[config.mk]
export PLATFORM = sky130hd
export DESIGN_NAME = reaction_game_ctrl_flat
export DESIGN_NICKNAME = d
export VERILOG_FILES = /design/src/rtl/reaction_game_ctrl_if.sv /design/src/rtl/reaction_game_ctrl.sv /design/src/flat_wrapper.sv
export SDC_FILE = /design/constraint.sdc
export NUM_CORES = 1
export LEC_CHECK = 0
export CORE_MARGIN = 2
export CORE_UTILIZATION = 30
export CTS_CLUSTER_DIAMETER = 40
export DETAILED_ROUTE_END_ITERATION = 6
export PLACE_DENSITY = 0.53
export RECOVER_POWER = 100
export SETUP_SLACK_MARGIN = 0.05
export SYNTH_ARGS = -nofsm -noshare
export SYNTH_HDL_FRONTEND = slang
export SYNTH_SLANG_ARGS = --single-unit
[constraint.sdc]
create_clock -name clk -period 1.75 [get_ports clk]
set_input_delay 0.35 -clock clk [delete_from_list [all_inputs] [get_ports clk]]
set_output_delay 0.35 -clock clk [all_outputs]
set_load 0.01 [all_outputs]
[src/rtl/reaction_game_ctrl_if.sv]
// Signal bundle between the reaction game controller, its time counter and the
// player-facing buttons, switches and LEDs.
interface reaction_game_ctrl_if;
  logic       qsec;
  logic       go;
  logic       stop;
  logic [3:0] target;
  logic [3:0] time_bits;
  logic       time_rst;
  logic       run_led;
  logic       win_led;
  logic       lose_led;
  logic [3:0] score;
  logic [3:0] last_time;

  modport master (
    output qsec, go, stop, target, time_bits,
    input  time_rst, run_led, win_led, lose_led, score, last_time
  );

  modport slave (
    input  qsec, go, stop, target, time_bits,
    output time_rst, run_led, win_led, lose_led, score, last_time
  );
endinterface

[src/rtl/reaction_game_ctrl.sv]
// "Stop at the target second" game controller: arms the time counter on go,
// judges the stop press, keeps a saturating win score and flashes the result.
module reaction_game_ctrl #(
  parameter int unsigned HOLD_SEC    = 2,
  parameter int unsigned TIMEOUT_SEC = 15
) (
  input logic                 clk,
  input logic                 rst_n,
  reaction_game_ctrl_if.slave game_io
);

  localparam logic [3:0] HoldVal    = 4'(HOLD_SEC);
  localparam logic [3:0] TimeoutVal = 4'(TIMEOUT_SEC);

  typedef enum logic [1:0] {StIdle, StRun, StWin, StLose} state_e;

  state_e     state_q, state_d;
  logic       go_prev_q, stop_prev_q;
  logic       time_rst_q, time_rst_d;
  logic       blink_q, blink_d;
  logic       armed_q, armed_d;
  logic [3:0] score_q, score_d;
  logic [3:0] last_time_q, last_time_d;
  logic [3:0] target_q, target_d;
  logic       go_rise, stop_rise, in_result;

  assign go_rise   = game_io.go & ~go_prev_q;
  assign stop_rise = game_io.stop & ~stop_prev_q;
  assign in_result = (state_q == StWin) || (state_q == StLose);

  always_comb begin
    state_d     = state_q;
    score_d     = score_q;
    last_time_d = last_time_q;
    target_d    = target_q;
    unique case (state_q)
      StIdle: begin
        if (go_rise) begin
          state_d  = StRun;
          target_d = game_io.target;
        end
      end
      StRun: begin
        // Stop wins over a simultaneous timeout and is judged on the live time.
        if (stop_rise) begin
          last_time_d = game_io.time_bits;
          if (game_io.time_bits == target_q) begin
            state_d = StWin;
            score_d = (score_q == 4'd15) ? score_q : score_q + 4'd1;
          end else begin
            state_d = StLose;
          end
        end else if (game_io.time_bits == TimeoutVal) begin
          state_d     = StLose;
          last_time_d = TimeoutVal;
        end
      end
      StWin, StLose: begin
        // armed masks the first cycle, where time_bits still shows the RUN value.
        if (armed_q && (game_io.time_bits >= HoldVal)) begin
          state_d = StIdle;
        end
      end
      default: state_d = StIdle;
    endcase

    time_rst_d = (state_d == StIdle) || ((state_q == StRun) && (state_d != StRun));
    armed_d    = in_result && (state_d == state_q);
    blink_d    = in_result ? (game_io.qsec ? ~blink_q : blink_q) : 1'b1;
  end

  always_ff @(posedge clk or negedge rst_n) begin
    if (!rst_n) begin
      state_q     <= StIdle;
      go_prev_q   <= 1'b1;
      stop_prev_q <= 1'b1;
      time_rst_q  <= 1'b1;
      blink_q     <= 1'b1;
      armed_q     <= 1'b0;
      score_q     <= 4'd0;
      last_time_q <= 4'd0;
      target_q    <= 4'd0;
    end else begin
      state_q     <= state_d;
      go_prev_q   <= game_io.go;
      stop_prev_q <= game_io.stop;
      time_rst_q  <= time_rst_d;
      blink_q     <= blink_d;
      armed_q     <= armed_d;
      score_q     <= score_d;
      last_time_q <= last_time_d;
      target_q    <= target_d;
    end
  end

  assign game_io.time_rst  = time_rst_q;
  assign game_io.run_led   = (state_q == StRun);
  assign game_io.win_led   = (state_q == StWin) & blink_q;
  assign game_io.lose_led  = (state_q == StLose) & blink_q;
  assign game_io.score     = score_q;
  assign game_io.last_time = last_time_q;

endmodule

[src/flat_wrapper.sv]
// flat-port wrapper written by rule: the top's interface ports become plain ports
module reaction_game_ctrl_flat 
#(
  parameter int unsigned HOLD_SEC    = 2,
  parameter int unsigned TIMEOUT_SEC = 15
)
  (clk, rst_n, game_io_qsec, game_io_go, game_io_stop, game_io_target, game_io_time_bits, game_io_time_rst, game_io_run_led, game_io_win_led, game_io_lose_led, game_io_score, game_io_last_time);
  reaction_game_ctrl_if game_io_i ();
  input logic clk;
  input logic rst_n;
  input wire logic [$bits(game_io_i.qsec)-1:0] game_io_qsec;
  input wire logic [$bits(game_io_i.go)-1:0] game_io_go;
  input wire logic [$bits(game_io_i.stop)-1:0] game_io_stop;
  input wire logic [$bits(game_io_i.target)-1:0] game_io_target;
  input wire logic [$bits(game_io_i.time_bits)-1:0] game_io_time_bits;
  output wire logic [$bits(game_io_i.time_rst)-1:0] game_io_time_rst;
  output wire logic [$bits(game_io_i.run_led)-1:0] game_io_run_led;
  output wire logic [$bits(game_io_i.win_led)-1:0] game_io_win_led;
  output wire logic [$bits(game_io_i.lose_led)-1:0] game_io_lose_led;
  output wire logic [$bits(game_io_i.score)-1:0] game_io_score;
  output wire logic [$bits(game_io_i.last_time)-1:0] game_io_last_time;
  assign game_io_i.qsec = game_io_qsec;
  assign game_io_i.go = game_io_go;
  assign game_io_i.stop = game_io_stop;
  assign game_io_i.target = game_io_target;
  assign game_io_i.time_bits = game_io_time_bits;
  assign game_io_time_rst = game_io_i.time_rst;
  assign game_io_run_led = game_io_i.run_led;
  assign game_io_win_led = game_io_i.win_led;
  assign game_io_lose_led = game_io_i.lose_led;
  assign game_io_score = game_io_i.score;
  assign game_io_last_time = game_io_i.last_time;
  reaction_game_ctrl #(.HOLD_SEC(HOLD_SEC), .TIMEOUT_SEC(TIMEOUT_SEC)) u_core (.clk(clk), .rst_n(rst_n), .game_io(game_io_i));
endmodule
==> results of run 1 <==
per-layer routing:
metal	global-route usage [%]	vias to the layer above	routed length, um	share of wire, %
met5	0	-	0	0
met4	6.98	0	30	1.6
met3	2.95	4	94	5.0
met2	18.8	18	902	48
met1	16.7	321	868	46
li1	-	337	-	-
logic make-up after synthesis:
| family | synth area share [%] |
|---|---|
| AO/OA/AOI/OAI | 6.97 |
| XOR/XNOR | 7.11 |
| adder cells (fa/ha/maj) | 1.45 |
| buffers and inverters | 0.871 |
| flip-flops | 55.7 |
| multiplexers | 6.97 |
| AND/OR/NAND/NOR | 20.9 |
final timing paths:
| kind | start | endpoint | slack (ns) | depth (start not counted) |
|---|---|---|---|---|
| hold reg to reg | u_core.game_io.last_time[0] | u_core.game_io.last_time[0] | 0.52 | 2 |
| setup reg to reg | u_core.state_q[1] | u_core.game_io.score[1] | 0.15 | 5 |
| setup / recovery | u_core.game_io.last_time[3] | game_io_last_time[3] | 0.08 | 1 |
| max in group asynchronous | rst_n | u_core.state_q[0] | 0.32 | 2 |
| hold / removal | u_core.game_io.last_time[0] | u_core.game_io.last_time[0] | 0.52 | 2 |
| min in group asynchronous | rst_n | u_core.game_io.last_time[0] | 0.74 | 2 |
flip-flops by register name, indices dropped and copies added (netlist names):
name	count
u_core.go_prev_q	1
u_core.blink_q	1
u_core.stop_prev_q	1
u_core.game_io.last_time	4
u_core.state_q	2
u_core.game_io.score	4
u_core.armed_q	1
u_core.target_q	4
u_core.game_io.time_rst	1
timing repair:
item | 4_1_cts | 5_1_grt
endpoints found under the setup margin | 4 | 7
buffers inserted | 3 | 0
pin swaps | 0 | 3
hold buffers | 0 | 0
resized for setup | 6 | 5
through the flow:
stage / area [um2] / instances
global placement: 1240 / 139
finish: 1260 / 145
floorplan: 862 / 71
CTS: 1280 / 146
global route: 1260 / 145
detailed placement: 1240 / 139
cell type report:
type / count / area [um2] / area share, %
Inverter: 2 / 7.51 / 0.596
Clock buffer: 4 / 26.3 / 2.09
Sequential cell: 19 / 483 / 38.4
Multi-Input combinational cell: 50 / 373 / 29.6
Tap cell: 31 / 38.8 / 3.08
Timing Repair Buffer: 39 / 330 / 26.2
power by group through the flow:
stage	clock [W]	combinational, W	sequential, W
global placement	0	0.000740	0.000765
global route	0.000258	0.000789	0.000764
CTS	0.000237	0.000776	0.000750
finish	0.000227	0.000713	0.000741
floorplan	0	0.000334	0.000773
detailed placement	0	0.000742	0.000767
cell usage in the layout (no fill, tap or decap), drive strengths merged:
master,netlist,layout
nor2,2,2
and3b,1,1
dfstp,4,4
dfrtp,15,15
xnor2,2,2
or3,2,2
ha,1,1
nand2,10,10
dlygate4sd2,0,3
a31oi,3,3
and2,2,2
dlygate4sd3,0,7
mux2,5,5
nand2b,1,1
inv,2,2
nor4,1,1
nand3,1,1
xor2,5,5
clkdlybuf4s50,0,13
buf,0,9
o31ai,1,1
nand4bb,1,1
nor2b,1,1
and3,2,2
nand4,1,1
nor4b,1,1
o21ai,5,5
clkdlybuf4s15,0,1
nor3,1,1
a41oi,1,1
clkbuf,0,10
==> reports/metrics.yaml, run 1 <==
timing:
  final-max-slew-violation-count: 0
  fin_skew_ns: 0.00219
  max_freq_ghz: 0.600
  setup_viol: 0
  max_slew_margin_pct: 30.8
  period_share_pct: 95.2
  worst_slew_pin_slew_ns: 1.04
  layout_setup_ws_ns: 0.0838
  rsz0062_at_grt: "true"
  timing.hold.ws_ns: 0.520
  hold_violations: 0
  period_needed_ns: 1.67
  fin_tns_setup_ns: 0
synthesis:
  ys.flop_type: "dfrtp_1"
  synth_cell_types: 27
  ys_top_cells_by_area: "dfrtp_1 (44%), dfstp_2 (12%), mux2_2 (5.2%)"
  synth_commonest_cells: "dfrtp_1 (15), nand2_1 (10), o21ai_0 (5), xor2_1 (5)"
  netlist_instances: 71
  synth_area_leader_cell: "dfrtp_1"
  ys_seq_elements: 19
  synth.cell_area_um2: 862
  synth_top_cell_area_share_pct: 43.5
  async_reset_ff_share_pct: 100
  synth.net_count: 85
  ys_warn_count: 0
  syn_avg_cell_area_um2: 12.1
  synth.most_common_cell: "dfrtp_1"
  synth_edf_count: 0
  seq_area_frac_synth_pct: 55.7
run:
  drv_cap: 0
worst_setup_path:
  critPathKind: "reg2out"
  critPathMaxFanout: 2
  crit_buf_inv: 1
  worstPathRequired_ns: 1.40
  cpMaxStageDelayCell: "dlygate4sd3_1"
  crit_path_cell_trace: "dlygate4sd3_1"
  crit_path_max_incr_delay_ns: 0.61
  end_kind: "primary output"
  cp_data_arrival_time_ns: 1.32
  cp-start-kind: "flip-flop"
  cp_top_family: "buffers and inverters"
global_route:
  grt_max_degree: 20
  grt.overflow.total: 0
  grt_use_total_pct: 12.6
  grt_pass1_vias: 687
  grt_pass1_wl_um: 3130
  antenna_found_initial: 0
route:
  drtPass1Iterations: 4
  drcViolationCount: 0
  ant_nets: 0
  via_count: 680
  vias_per_cell: 4.69
  wl_per_cell_um: 13.1
  drt-initial-drc-count: 6
  wirelength_um: 1900
cells_and_area:
  final_util_pct: 46.0
  drive_above_1_share_pct: 21.9
  nets: 129
  fillers: 273
  areaGrowthSynthToFinish_pct: 46.0
  n_antenna_cell: 0
pwr:
  comb_power_share_pct: 42.4
  p_leak_nw: 0.575
  p_seq_share_pct: 44.1
  clkPwrFrac_pct: 13.5
  power_w: 0.00168
  p_sw_share_pct: 34.5
  p_per_area_nw_per_um2: 1330
  irDropWorstVdd_mv: 0.715
  p_int_w: 0.00110
  power_switching_w: 0.000580
floorplan:
  floorplan.rows: 19
  io_pins: 25
  die_y_um: 57.6
  initial_core_util_pct: 31.5
  dieArea_um2: 3320
  fp.dieW_um: 57.6
  core_region_area_um2: 2730
clock_network:
  h-tree-depth: 1
  clk_latency_ns: 0.30
  cts_root_buf: "clkbuf_4"
  cts.clk_slew.worst_paths_ns: 0.11
  cts_max_path_buffers: 2
  cts.sinks: 19
  cts_tree: "built"
  cts_made_buffers: 3
place:
  dp_slack_ns: -0.179
  place_congestion: 0.700
  hpwl_um: 1410
  io_buffers: 24
run_status:
  status: "complete, no violations"
worst_hold_path:
  hold_class: "reg2reg"
(Power assumes the default switching activity.)
==> run 2, diff against run 1 <==
Clock period 1.75 ns to 1.57 ns, I/O delays scaled along.
==> run 2 against run 1 <==
Effect of this change:
- core utilization grew 6.4 points
- clock power grew 7%
- first-iteration DRC count shrank 17%
- sequential power grew 10%
- worst hold slack lost 0.0064 ns
- combinational power grew 46%
- critical endpoint is now u_core.game_io.score[1]
- largest cell class unchanged
==> reports/metrics.yaml, run 2 (synthesized netlist as in run 1, its figures left out) <==
clock_network:
  clk_latency_ns: 0.30
  cts_max_path_buffers: 2
  cts.clk_slew.worst_paths_ns: 0.12
  holdBufCountCts: 0
  cts_made_buffers: 3
  cts_root_buf: "clkbuf_4"
  cts_tree: "built"
  cts.sinks: 19
  h-tree-depth: 1
worst_hold_path:
  hold_class: "in2reg"
pwr:
  p_per_area_nw_per_um2: 1460
  power_w: 0.00210
  power_switching_w: 0.000715
  irDropWorstVdd_mv: 0.881
  p_int_w: 0.00138
  comb_power_share_pct: 49.4
  p_sw_share_pct: 34.1
  p_leak_nw: 0.690
  clkPwrFrac_pct: 11.7
  p_seq_share_pct: 39.0
worst_setup_path:
  end_kind: "flip-flop"
  r2r-start: "u_core.state_q[1]"
  critPathKind: "reg2reg"
  cp-start-kind: "flip-flop"
  critPathMaxFanout: 4
  ff2ff_path_depth: 5
  cp_data_arrival_time_ns: 1.72
  startpoint: "u_core.state_q[1]"
  r2r_slack_ns: 0.05
  crit_path_cell_trace: "buf_6 -> nand4bb_4 -> a31oi_4 -> and2_4 -> mux2_4"
  crit_path_max_incr_delay_ns: 0.43
  cpMaxStageDelayCell: "dfrtp_1"
  worst_r2r_endpoint: "u_core.game_io.score[1]"
  critical_path.endpoint: "u_core.game_io.score[1]"
  worstPathRequired_ns: 1.77
cells_and_area:
  n_antenna_cell: 0
  nets: 138
  mostFrequentLayoutCell: "buf_4"
  final_util_pct: 52.4
  final_cell_mix: "buf_4 (19), dfrtp_1 (14), nand2_1 (10)"
  drive_above_1_share_pct: 40.7
  areaGrowthSynthToFinish_pct: 66.3
timing:
  final-max-slew-violation-count: 0
  rsz0062_at_grt: "true"
  fin_skew_ns: 0.0177
  period_needed_ns: 1.52
  hold_violations: 0
  max_slew_margin_pct: 30.6
  worst_slew_pin_slew_ns: 1.04
  setup_viol: 0
  period_share_pct: 96.6
  max_freq_ghz: 0.660
route:
  drt-initial-drc-count: 5
  via_count: 719
  wirelength_um: 2100
  drtPass1Iterations: 4
  drcViolationCount: 0
  vias_per_cell: 4.67
  ant_nets: 0
  wl_per_cell_um: 13.6
global_route:
  grt_use_total_pct: 13.1
  grt_pass1_wl_um: 3240
  antenna_found_initial: 0
  grt_pass1_vias: 735
  grt.overflow.total: 0
  grt_max_degree: 20
floorplan:
  io_pins: 25
  core_region_area_um2: 2730
  fp.dieW_um: 57.6
  dieArea_um2: 3320
  floorplan.rows: 19
  initial_core_util_pct: 31.5
  die_y_um: 57.6
place:
  place_congestion: 0.732
  hpwl_um: 1510
  io_buffers: 24
run:
  drv_cap: 0
run_status:
  status: "complete, no violations"
==> run 2: changes by cell type in the layout (fill, tap and decap cells not counted), sizes merged <==
| cell | delta |
|---|---|
| dlygate4sd3 | -5 |
| dlymetal6s2s | +1 |
| clkdlybuf4s50 | -4 |
| clkbuf | -5 |
| clkinv | +1 |
| buf | +16 |
| dlygate4sd2 | +3 |
| clkdlybuf4s25 | +3 |
| clkdlybuf4s15 | -1 |
==> run 2: timing repair <==
action                     in CTS  in global routing
resized for setup              18                 23
setup buffers                   5                  2
setup endpoints to repair      11                 15
cloned                          0                  0
pin swaps                       0                  4
==> run 2: cell type report <==
class	instances	area, um2
clock buffer	3	22.5
clock inverter	1	5.00
fill	264	1300
inverter	2	7.51
multi-input combinational	50	467
sequential	19	482
tap	31	38.8
timing repair buffer	48	412
==> run 2: metal layers <==
layer  wire [um]  vias to the layer above  track usage (%)
met1         919                      346             15.8
met2        1050                       15             21.9
met5           0                        -                0
li1            -                      356                -
met3         106                        2             5.22
met4          20                        0             2.99
==> run 2: worst min path at each step <==
stage / from / endpoint / slack (ns) / cells after the start
2_1_floorplan: rst_n / u_core.armed_q / 0.02 / 0
3_3_place_gp: u_core.state_q[1] / u_core.blink_q / 0.48 / 1
3_5_place_dp: u_core.state_q[1] / u_core.blink_q / 0.49 / 1
4_1_cts: rst_n / u_core.state_q[1] / 0.33 / 2
5_1_grt: game_io_time_bits[1] / u_core.game_io.last_time[1] / 0.52 / 4
6_report: game_io_time_bits[1] / u_core.game_io.last_time[1] / 0.51 / 4
==> run 2: stage by stage <==
| stage | hold slack [ns] | setup WS [ns] | setup TNS [ns] | cells | area, um2 |
|---|---|---|---|---|---|
| after floorplan | 0.0184 | 0.0818 | 0 | 71 | 862 |
| after global placement | 0.477 | -0.300 | -1.95 | 144 | 1280 |
| after detailed placement | 0.495 | -0.330 | -2.29 | 144 | 1280 |
| after CTS | 0.325 | 0.0114 | 0 | 153 | 1340 |
| after global routing | 0.521 | -0.00881 | -0.0129 | 154 | 1430 |
| final | 0.514 | 0.0539 | 0 | 154 | 1430 |
==> run 2: power groups by stage <==
stage               registers (W)  clock network [W]  logic, W
floorplan                0.000861                  0  0.000372
global placement         0.000838                  0  0.000891
detailed placement       0.000839                  0  0.000906
CTS                      0.000828           0.000257  0.000910
global route             0.000848           0.000281   0.00113
finish                   0.000816           0.000244   0.00104
==> run 2: worst max-delay path, delay by kind of cell (launching register included) <==
family / cells / cell delay (ns)
mux: 1 / 0.29
compound gates: 1 / 0.18
buf+inv: 1 / 0.14
simple gates: 2 / 0.38
flops: 1 / 0.43
==> run 3, diff against run 2 <==
Clock period 1.57 ns to 1.7 ns, I/O delays scaled along.
==> run 3 against run 2 <==
Effect of this change:
- largest cell class unchanged
- register-to-register slack gained 0.07 ns
- sequential power decreased by 8.5%
- die area did not move
- cell area down 9.3%
- non-clock buffer count down 3
- critical path depth down 4
- via count down 1.3%
- global-route usage rose by 0.14 points
- combinational power down 22%
==> reports/metrics.yaml, run 3 (synthesized netlist as in run 1, its figures left out) <==
run_status:
  status: "complete, no violations"
timing:
  period_share_pct: 95.9
  max_slew_margin_pct: 28.1
  timing.hold.ws_ns: 0.539
  period_needed_ns: 1.63
  final-max-slew-violation-count: 0
  fin_skew_ns: 0.00809
  worst_slew_pin_slew_ns: 1.08
  hold_violations: 0
  layout_setup_ws_ns: 0.0705
  rsz0062_at_grt: "false"
  max_freq_ghz: 0.614
  fin_tns_setup_ns: 0
  setup_viol: 0
floorplan:
  fp.dieW_um: 57.6
  core_region_area_um2: 2730
  die_y_um: 57.6
  floorplan.rows: 19
  io_pins: 25
  dieArea_um2: 3320
  initial_core_util_pct: 31.5
clock_network:
  cts_made_buffers: 3
  cts.clk_slew.worst_paths_ns: 0.11
  holdBufCountCts: 0
  clk_latency_ns: 0.30
  cts_max_path_buffers: 2
  cts_tree: "built"
  h-tree-depth: 1
  cts.sinks: 19
  cts_root_buf: "clkbuf_4"
global_route:
  grt.overflow.total: 0
  grt_use_total_pct: 13.2
  grt_pass1_vias: 694
  grt_max_degree: 20
  grt_pass1_wl_um: 3220
  antenna_found_initial: 0
worst_setup_path:
  cp_top_family: "buffers and inverters"
  crit_path_cell_trace: "dlygate4sd3_1"
  crit_buf_inv: 1
  cp-start-kind: "flip-flop"
  cp_data_arrival_time_ns: 1.29
  cpMaxStageDelayCell: "dlygate4sd3_1"
  crit_path_max_incr_delay_ns: 0.60
  worstPathRequired_ns: 1.36
  critPathKind: "reg2out"
  end_kind: "primary output"
  critPathMaxFanout: 2
place:
  dp.cells: 142
  place_congestion: 0.711
  io_buffers: 24
  dp_slack_ns: -0.228
  hpwl_um: 1520
cells_and_area:
  drive_above_1_share_pct: 28.3
  nets: 135
  areaGrowthSynthToFinish_pct: 50.8
  final_cell_mix: "clkdlybuf4s50_1 (15), dfrtp_1 (15), buf_4 (13)"
  n_antenna_cell: 0
  stdcell_count: 151
route:
  ant_nets: 0
  wl_per_cell_um: 13.2
  wirelength_um: 1990
  drtPass1Iterations: 2
  vias_per_cell: 4.70
  drcViolationCount: 0
  via_count: 710
  drt-initial-drc-count: 2
pwr:
  power_w: 0.00179
  irDropWorstVdd_mv: 0.706
  p_per_area_nw_per_um2: 1380
  p_leak_nw: 0.608
worst_hold_path:
  hold_class: "reg2reg"
run:
  drv_cap: 0
run 3: cell type report:
class | count | area [um2]
sequential | 19 | 480
multi-input combinational | 50 | 379
tap | 31 | 38.8
fill | 263 | 1430
inverter | 2 | 7.51
timing repair buffer | 45 | 368
clock buffer | 4 | 26.3
run 3: worst paths after layout:
path / startpoint / depth (start not counted) / to / slack, ns
min in group asynchronous: rst_n / 2 / u_core.target_q[1] / 0.74
hold / removal: u_core.game_io.last_time[2] / 2 / u_core.game_io.last_time[2] / 0.54
setup / recovery: u_core.game_io.last_time[3] / 1 / game_io_last_time[3] / 0.07
setup reg to reg: u_core.game_io.score[1] / 5 / u_core.game_io.score[1] / 0.12
max in group asynchronous: rst_n / 2 / u_core.game_io.score[2] / 0.31
hold reg to reg: u_core.game_io.last_time[2] / 2 / u_core.game_io.last_time[2] / 0.54
run 3: repair_timing:
item | in CTS | in global routing
setup buffers | 1 | 4
endpoints found under the setup margin | 4 | 7
resized for setup | 7 | 4
run 3: layer usage:
layer  vias to the layer above  wire length (um)  track usage (%)
li1                        352                 -                -
met1                       345               937             18.3
met2                        11               948             19.8
met3                         2                80             2.72
met4                         0                25             5.98
met5                         -                 0                0
run 3: through the flow:
step	cell area [um2]	util, %
final	1300	47.6
after global routing	1300	47.6
after CTS	1290	47.0
after detailed placement	1260	46.1
after global placement	1260	46.1
after floorplan	862	-
run 3: power breakdown:
group	internal (W)	leakage, nW	switching, W
sequential	0.000635	0.230	0.000112
clock	0.0000913	0.0150	0.000139
combinational	0.000447	0.363	0.000364
